`src/rtl/serial_sub.sv`:
```
// rtl/serial_sub.sv - bit-serial WIDTH-bit subtractor, A - B - Bin, LSB first
// Optional signed-overflow output s_Ovf enabled by defining SUB_OVF_EN.
module serial_sub #(
  parameter int WIDTH = 8
) (
  input  logic             clk,
  input  logic             rst,
  input  logic [WIDTH-1:0] s_A,
  input  logic [WIDTH-1:0] s_B,
  input  logic             s_Bin,
  input  logic             s_start,
  output logic             s_busy,
  output logic             s_done,
  output logic [WIDTH-1:0] s_Diff,
  output logic             s_Bout
`ifdef SUB_OVF_EN
  ,
  output logic             s_Ovf
`endif
);

  localparam int CW = $clog2(WIDTH + 1);

  typedef enum logic [1:0] {IDLE, SHIFT, DONE} state_t;

  state_t           state_q, state_d;
  logic [WIDTH-1:0] a_q, a_d;
  logic [WIDTH-1:0] b_q, b_d;
  logic [WIDTH-1:0] res_q, res_d;
  logic [WIDTH-1:0] diff_q, diff_d;
  logic             br_q, br_d;
  logic             bout_q, bout_d;
  logic [CW-1:0]    cnt_q, cnt_d;

  logic start_ok;
  logic last_bit;
  logic bit_d;
  logic br_next;
  logic unused_res_lsb;

  assign start_ok       = s_start && (state_q != SHIFT);
  assign last_bit       = (state_q == SHIFT) && (cnt_q == CW'(WIDTH - 1));
  assign bit_d          = a_q[0] ^ b_q[0] ^ br_q;
  assign br_next        = (~a_q[0] & b_q[0]) | (~(a_q[0] ^ b_q[0]) & br_q);
  // The oldest result bit falls off the end of the shift register by design.
  assign unused_res_lsb = res_q[0];

  always_ff @(posedge clk or posedge rst) begin
    if (rst) begin
      state_q <= IDLE;
      a_q     <= '0;
      b_q     <= '0;
      res_q   <= '0;
      diff_q  <= '0;
      br_q    <= 1'b0;
      bout_q  <= 1'b0;
      cnt_q   <= '0;
    end else begin
      state_q <= state_d;
      a_q     <= a_d;
      b_q     <= b_d;
      res_q   <= res_d;
      diff_q  <= diff_d;
      br_q    <= br_d;
      bout_q  <= bout_d;
      cnt_q   <= cnt_d;
    end
  end

  always_comb begin
    state_d = state_q;
    case (state_q)
      IDLE:    if (start_ok) state_d = SHIFT;
      SHIFT:   if (last_bit) state_d = DONE;
      DONE:    state_d = start_ok ? SHIFT : IDLE;
      default: state_d = IDLE;
    endcase
  end

  always_comb begin
    a_d    = a_q;
    b_d    = b_q;
    res_d  = res_q;
    diff_d = diff_q;
    br_d   = br_q;
    bout_d = bout_q;
    cnt_d  = cnt_q;
    if (start_ok) begin
      a_d   = s_A;
      b_d   = s_B;
      br_d  = s_Bin;
      cnt_d = '0;
      res_d = '0;
    end else if (state_q == SHIFT) begin
      a_d   = a_q >> 1;
      b_d   = b_q >> 1;
      br_d  = br_next;
      cnt_d = cnt_q + CW'(1);
      res_d = {bit_d, res_q[WIDTH-1:1]};
      if (last_bit) begin
        diff_d = {bit_d, res_q[WIDTH-1:1]};
        bout_d = br_next;
      end
    end
  end

`ifdef SUB_OVF_EN
  // Operand MSBs are kept aside because the operand registers shift them away.
  logic a_msb_q, a_msb_d;
  logic b_msb_q, b_msb_d;
  logic ovf_q, ovf_d;

  always_ff @(posedge clk or posedge rst) begin
    if (rst) begin
      a_msb_q <= 1'b0;
      b_msb_q <= 1'b0;
      ovf_q   <= 1'b0;
    end else begin
      a_msb_q <= a_msb_d;
      b_msb_q <= b_msb_d;
      ovf_q   <= ovf_d;
    end
  end

  always_comb begin
    a_msb_d = a_msb_q;
    b_msb_d = b_msb_q;
    ovf_d   = ovf_q;
    if (start_ok) begin
      a_msb_d = s_A[WIDTH-1];
      b_msb_d = s_B[WIDTH-1];
    end else if (last_bit) begin
      ovf_d = (a_msb_q != b_msb_q) && (bit_d != a_msb_q);
    end
  end

  assign s_Ovf = ovf_q;
`endif

  always_comb begin
    s_busy = (state_q == SHIFT);
    s_done = (state_q == DONE);
    s_Diff = diff_q;
    s_Bout = bout_q;
  end

endmodule

```
`config.mk`:
```
export PLATFORM = sky130hd
export DESIGN_NAME = serial_sub
export DESIGN_NICKNAME = d
export VERILOG_FILES = /design/src/rtl/serial_sub.sv
export SDC_FILE = /design/constraint.sdc
export NUM_CORES = 1
export LEC_CHECK = 0
export BUFFER_PORTS_ARGS = -buffer_cell sky130_fd_sc_hd__buf_2
export CORE_MARGIN = 5
export CORE_UTILIZATION = 54
export DETAILED_ROUTE_END_ITERATION = 12
export PLACE_DENSITY = 0.78
export SLEW_MARGIN = 15
export SYNTH_ARGS = -nofsm -noshare
export SYNTH_HDL_FRONTEND = slang
export SYNTH_SLANG_ARGS = --single-unit
```
`constraint.sdc`:
```
create_clock -name clk -period 1.7 [get_ports clk]
set_input_delay 0.51 -clock clk [delete_from_list [all_inputs] [get_ports clk]]
set_output_delay 0.51 -clock clk [all_outputs]
set_load 0.01 [all_outputs]
```
==> summary.txt, run 1 <==
Status
  • Status: finished, final reports clean

Die
  • Row cnt: 20
  • Die area: about 4400 µm²
  • # IOs: 31
  • Core ar.: between 3000 and 4000 µm²
  • Die Span Y: between 60 and 70 µm
  • Die width: 66.2 µm
  • Initial Utilization: roughly 56%

Drt
  • Vias per cell: ~5.1
  • DR iter-0 viols: 26
  • First-pass DRT Iterations: 4
  • Antenna Nets Post-Route: 0
  • Via count: 1193
  • Routed wire per std cell: between 10 and 15 µm
  • WL final: 3240 µm
  • DR DRC count: 0

Job
  • Max-cap viol count: 0

Worst setup path
  • WP data required: about 1.2 ns
  • Worst setup EP type: output port
  • Critical path class: register to output port
  • Worst Reg-to-Reg Cells: 5
  • WP data arrival: 1.08 ns
  • Crit path largest cell delay: ~0.42 ns
  • FF-to-FF End: s_Diff[4]
  • Count of buffer and inverter cells on the critical path: 1
  • Crit path cell chain: nor2b_4 -> buf_2
  • Startpoint types: register
  • R2R Path Start: cnt_q[1]
  • Largest delay share family, worst path: flip-flops
  • Critical path fanouts, max: 4
  • Crit path depth: 2
  • CP startpoint: state_q[1]
  • Worst R2R Setup Slack: 0.12 ns
  • Critical-path top delay cell: dfrtp_1

Power
  • Peak VDD IR: 0.768 mV
  • Sw Pwr: about 1.2 mW
  • Clk pwr share: between 10% and 20%
  • Logic gate share of total power: about a third
  • Int Pwr: 1.95 mW
  • Sequential fraction of design power: between 50% and 60%
  • PwrDens: between 1500 and 2000 nW/µm²
  • P_leak: about 0.98 nW
  • Switching Fraction: a little under two fifths

Timing
  • Minimum clock period: between 1.5 and 2 ns
  • Clock Skew: 0.0121 ns
  • Worst-Margin Slew: 0.473 ns
  • Slew Limit Fails: 0
  • FMAX: about 630 MHz
  • Final-report hold violation count: 0
  • Setup TNS: 0 ns
  • Relative slew slack: between 60% and 70%
  • Final Cycle Share: roughly 93%
  • Setup-failing EPs final: 0
  • RSZ-0062 raised after global routing: false

Placement
  • Post-DP HPWL: ~2300 µm
  • DP Area: 1890 µm²
  • IO buf count: 30
  • Placer Congestion: between 0.7 and 0.8

Clocking
  • Clock Sinks: 39
  • Clock tree buffer depth: 2
  • Cts repair resizes: 0
  • Latest clock arrival within the worst-skew pair: ~0.35 ns
  • CTS tree: built
  • Root Driver: clkbuf_4
  • H-tree Lvls: 2
  • Post-CTS Setup Inserts: 0
  • TritonCTS buffer count: 5
  • Hold-fix buffers, CTS: 0
  • Reg clk slew, reported paths: 0.11 ns

Global routing
  • Initial antenna violation count: 0
  • Vias in the first global route: between 1000 and 1500
  • GRT Resource Usage Total: between 10% and 20%
  • Total gr overflow: 0
  • Largest net degree at the start of global routing: 40
  • First-pass GRT wire length: 5510 µm

Layout
  • Final instance area: ~1900 µm²
  • # diodes: 0
  • Nets: roughly 210
  • Post-layout util: 64.2%
  • Fillers: 245
  • Layout area overhead: 14.1%
  • Layout cells sized above 1: 28.2%

Yosys
  • Synth Area per Inst: between 10 and 15 µm²
  • Register area share after synthesis: a little under three fifths
  • Synth Net Count: between 150 and 200
  • Cell Area, Synth: between 1500 and 2000 µm²
  • Syn Inst Count: about 150
  • Yosys reg bits: 39
  • Count of cell types in the netlist: 22
  • YS warnings: 0

Worst hold path
  • Min-delay worst type: input pin to asynchronous set/reset pin
[sequential cells by signal, indices dropped and copies added (netlist names)]
register  flops
s_Diff        8
b_q           8
res_q         7
a_q           8
state_q       2
br_q          1
cnt_q         4
s_Bout        1
[tightest hold or removal path, cell delays in order]
cell and delay, ns:
buf_2 0.10, inv_1 0.04, buf_4 0.41
[per-stage QoR]
stage               setup WS, ns  hold WS, ns  instances  power [mW]
CTS                       0.0933        0.263        232        3.14
detailed placement         0.164        0.471        224        2.68
global placement           0.242        0.461        224        2.57
finish                     0.113        0.248        232        3.11
floorplan                  0.301        0.448        154        2.32
global route              0.0358        0.292        232        3.36
[worst max-delay path by stage]
stage | slack (ns) | to
6_report | 0.11 | s_busy
5_1_grt | 0.04 | s_busy
4_1_cts | 0.09 | s_busy
3_5_place_dp | 0.16 | s_Diff[1]
3_3_place_gp | 0.24 | s_Diff[5]
2_1_floorplan | 0.30 | a_q[0]
[power groups by stage]
stage	combinational (mW)	clock, mW	sequential, mW
after detailed placement	1.10	0	1.58
final	1.09	0.455	1.56
after global routing	1.24	0.504	1.61
after global placement	1.02	0	1.55
after floorplan	0.766	0	1.55
after CTS	1.11	0.466	1.56
[Yosys cell counts]
| cell type | n | area [µm²] |
|---|---|---|
| a211oi_1 | 1 | 7.51 |
| a21oi_1 | 1 | 5.00 |
| a31oi_1 | 1 | 6.26 |
| a41oi_1 | 1 | 8.76 |
| buf_2 | 3 | 15.0 |
| buf_6 | 2 | 22.5 |
| clkbuf_1 | 4 | 15.0 |
| clkinv_1 | 1 | 3.75 |
| dfrtp_1 | 39 | 976 |
| fa_1 | 1 | 20.0 |
| ha_1 | 1 | 12.5 |
| inv_1 | 5 | 18.8 |
| mux2_2 | 9 | 101 |
| mux2i_1 | 18 | 180 |
| nand2_1 | 34 | 128 |
| nand3_1 | 1 | 5.00 |
| nor2_1 | 2 | 7.51 |
| nor2b_1 | 2 | 12.5 |
| nor2b_4 | 1 | 13.8 |
| nor3b_2 | 1 | 12.5 |
| o21ai_0 | 25 | 125 |
| or2_2 | 1 | 6.26 |
[area by class of cell]
cell class              count  area, µm²  share of cell area (%)
flip-flops and latches     39        976                    50.2
clock inverters             1       5.00                   0.258
clock buffers               7       45.0                    2.32
inverters                   6       22.5                    1.16
well taps                  44       55.1                    2.83
repair buffers             35        188                    9.66
multi-input cells         100        652                    33.5
[placed cells by master, fill, tap and decap left out]
cell,synthesis,routed
nor2_1,2,2
or2_2,1,1
buf_2,3,30
clkinv_1,1,1
a41oi_1,1,1
mux2i_1,18,18
a31oi_1,1,1
clkinv_2,0,1
clkbuf_4,0,5
nor3b_2,1,1
nand2_1,34,34
nor2b_1,2,2
mux2_2,9,9
a211oi_1,1,1
ha_1,1,1
o21ai_0,25,25
inv_1,5,5
clkbuf_1,4,2
nor2b_4,1,1
nand3_1,1,1
buf_4,0,5
fa_1,1,1
dfrtp_1,39,39
a21oi_1,1,1
[cells by family after synthesis]
logic type      share of synthesized area [%]
compound gates                           8.96
mux                                      16.5
simple gates                             10.9
fa+ha+maj                                1.91
buf+inv                                  4.41
flops                                    57.3
[routing by layer]
| metal | vias to the layer above | global-route usage, % | share of wire, % | routed length, µm |
|---|---|---|---|---|
| met4 | 0 | 8.38 | 2.2 | 70 |
| li1 | 582 | - | - | - |
| met3 | 5 | 7.14 | 5.8 | 189 |
| met5 | - | 0 | 0 | 0 |
| met1 | 579 | 20.4 | 42 | 1370 |
| met2 | 27 | 26.9 | 50 | 1610 |
Note: power is estimated with default switching activity, not from simulation.
==> inputs of run 2 (changes only) <==
- CORE_ASPECT_RATIO: default -> 2
==> run 2 against run 1 <==
  * Maximum frequency rose by 4.0%
  * Register-to-register slack better by 0.05 ns
  * Final cell count decreased by 4.7%
  * Via count up 1.9%
  * Clock power up 50%
  * Critical path type is now register to register
  * Worst hold slack worse by 0.024 ns
  * Highest routed layer unchanged
  * Critical path depth is 3 higher
  * Largest cell class unchanged
  * Power increased by 7.3%
==> summary.txt, run 2 (synthesis gave the netlist of run 1 again) <==
Timing
  • FMAX: 655 MHz (was 630 MHz)
  • Relative slew slack: 80.1% (was 68.5%)
  • Clock Skew: 0.00570 ns (was 0.0121 ns)
  • RSZ-0062 raised after global routing: false (unchanged)
  • Final Cycle Share: 89.8% (was 93.4%)
  • Setup-failing EPs final: 0 (unchanged)
  • Final-report hold violation count: 0 (unchanged)
  • Post-layout worst setup margin: 0.173 ns (was 0.113 ns)
  • Slew Limit Fails: 0 (unchanged)
  • Setup TNS: 0 ns (unchanged)
  • Worst-Margin Slew: 0.299 ns (was 0.473 ns)
  • Minimum clock period: 1.53 ns (was 1.59 ns)

Clocking
  • Root Driver: clkbuf_8 (was clkbuf_4)
  • Latest clock arrival within the worst-skew pair: 0.29 ns (was 0.35 ns)
  • Clock tree buffer depth: 2 (unchanged)
  • TritonCTS buffer count: 5 (unchanged)
  • Clock Sinks: 39 (unchanged)
  • Post-CTS Setup Inserts: 0 (unchanged)
  • Hold-fix buffers, CTS: 0 (unchanged)
  • H-tree Lvls: 2 (unchanged)
  • Cts repair resizes: 0 (unchanged)
  • CTS tree: built (unchanged)
  • Reg clk slew, reported paths: 0.07 ns (was 0.11 ns)

Worst setup path
  • Startpoint types: register (unchanged)
  • FF-to-FF End: s_Diff[4] (unchanged)
  • WP data arrival: 1.71 ns (was 1.08 ns)
  • R2R Path Start: cnt_q[0] (was cnt_q[1])
  • Worst R2R Setup Slack: 0.17 ns (was 0.12 ns)
  • Worst Reg-to-Reg Cells: 5 (unchanged)
  • Critical path class: register to register (was register to output port)
  • Worst setup EP type: register (was output port)
  • WP data required: 1.88 ns (was 1.19 ns)
  • Critical path fanouts, max: 6 (was 4)

Die
  • Core ar.: 3120 µm² (was 3030 µm²)
  • # IOs: 31 (unchanged)
  • Initial Utilization: 54.6% (was 56.2%)
  • Die area: 4440 µm² (was 4380 µm²)
  • Die width: 49.7 µm (was 66.2 µm)
  • Die Span Y: 89.4 µm (was 66.2 µm)
  • Row cnt: 29 (was 20)

Placement
  • IO buf count: 30 (unchanged)
  • Placed Cells: 213 (was 224)
  • Placer Congestion: 0.755 (was 0.705)
  • Post-DP HPWL: 2450 µm (was 2310 µm)
  • Post-Place Setup Slack: 0.180 ns (was 0.164 ns)

Layout
  • Layout area overhead: 17.7% (was 14.1%)
  • Most common cell after layout, fill and taps aside: dfrtp_1 (unchanged)
  • Post-Layout Cell Count: 221 (was 232)
  • Nets: 211 (was 209)
  • # diodes: 0 (unchanged)
  • Most frequent cells in the layout: dfrtp_1, nand2_1, buf_2 (unchanged)
  • Fillers: 257 (was 245)
  • Layout cells sized above 1: 29.5% (was 28.2%)
  • Multi-input logic area: 652 µm² (unchanged)
  • Register area: 976 µm² (unchanged)

Drt
  • Vias per cell: 5.50 (was 5.14)
  • WL final: 3280 µm (was 3240 µm)
  • DR DRC count: 0 (unchanged)
  • Routed wire per std cell: 14.8 µm (was 14.0 µm)
  • Antenna Nets Post-Route: 0 (unchanged)
  • First-pass DRT Iterations: 6 (was 4)
  • Via count: 1216 (was 1193)
  • DR iter-0 viols: 18 (was 26)

Global routing
  • Initial antenna violation count: 0 (unchanged)
  • First-pass GRT wire length: 5660 µm (was 5510 µm)
  • GRT Resource Usage Total: 16.7% (was 17.2%)
  • Vias in the first global route: 1256 (was 1195)
  • Total gr overflow: 0 (unchanged)
  • Largest net degree at the start of global routing: 32 (was 40)

Power
  • Peak VDD IR: 0.901 mV (was 0.768 mV)
  • Total power: 3.33 mW (was 3.11 mW)
  • PwrDens: 1660 nW/µm² (was 1600 nW/µm²)
  • P_leak: 1.01 nW (was 0.977 nW)

Job
  • Max-cap viol count: 0 (unchanged)

Worst hold path
  • Min-delay worst type: input pin to asynchronous set/reset pin (unchanged)

Status
  • Status: finished, final reports clean (unchanged)
-- run 2: layout make-up --
type / count / area share (%)
multi-input combinational: 100 / 32.5
timing repair buffer: 37 / 10.7
clock buffer: 8 / 4.99
sequential: 39 / 48.7
inverter: 6 / 1.12
tap: 31 / 1.94
-- run 2: worst max-delay path by stage --
stage / from / end / slack (ns) / cells past startpoint
after floorplan: rst / a_q[0] / 0.30 / 1
after global placement: cnt_q[0] / s_Diff[5] / 0.24 / 5
after detailed placement: cnt_q[0] / s_Diff[4] / 0.18 / 5
after CTS: state_q[1] / s_busy / 0.17 / 2
after global routing: cnt_q[1] / s_Diff[5] / 0.09 / 5
final: cnt_q[0] / s_Diff[4] / 0.17 / 5
-- run 2: worst max-delay path: stages, from the launching register on --
cell     delay (ns)
dfrtp_1        0.39
ha_1           0.21
nand2_1        0.09
nor3b_2        0.21
buf_4          0.18
mux2_2         0.34
-- run 2: metrics by stage --
stage | cell area (µm²) | util [%] | hold WS [ns]
after floorplan | 1700 | - | 0.448
after global placement | 1900 | 61.0 | 0.462
after detailed placement | 1900 | 61.0 | 0.478
after CTS | 2000 | 64.2 | 0.225
after global routing | 2000 | 64.2 | 0.252
final | 2000 | 64.2 | 0.224
-- run 2: metal layers --
metal,GRT usage [%],part of all wire [%],vias to the layer above
li1,-,-,586
met4,9.31,3.7,0
met1,18.8,37,581
met3,5.01,4.9,9
met2,27.8,54,40
met5,0,0,-
-- run 2: power by group --
group / leakage, nW / switching, mW / internal [mW] / total (mW)
logic: 0.463 / 0.601 / 0.491 / 1.09
clock network: 0.0515 / 0.311 / 0.370 / 0.681
registers: 0.499 / 0.251 / 1.31 / 1.56
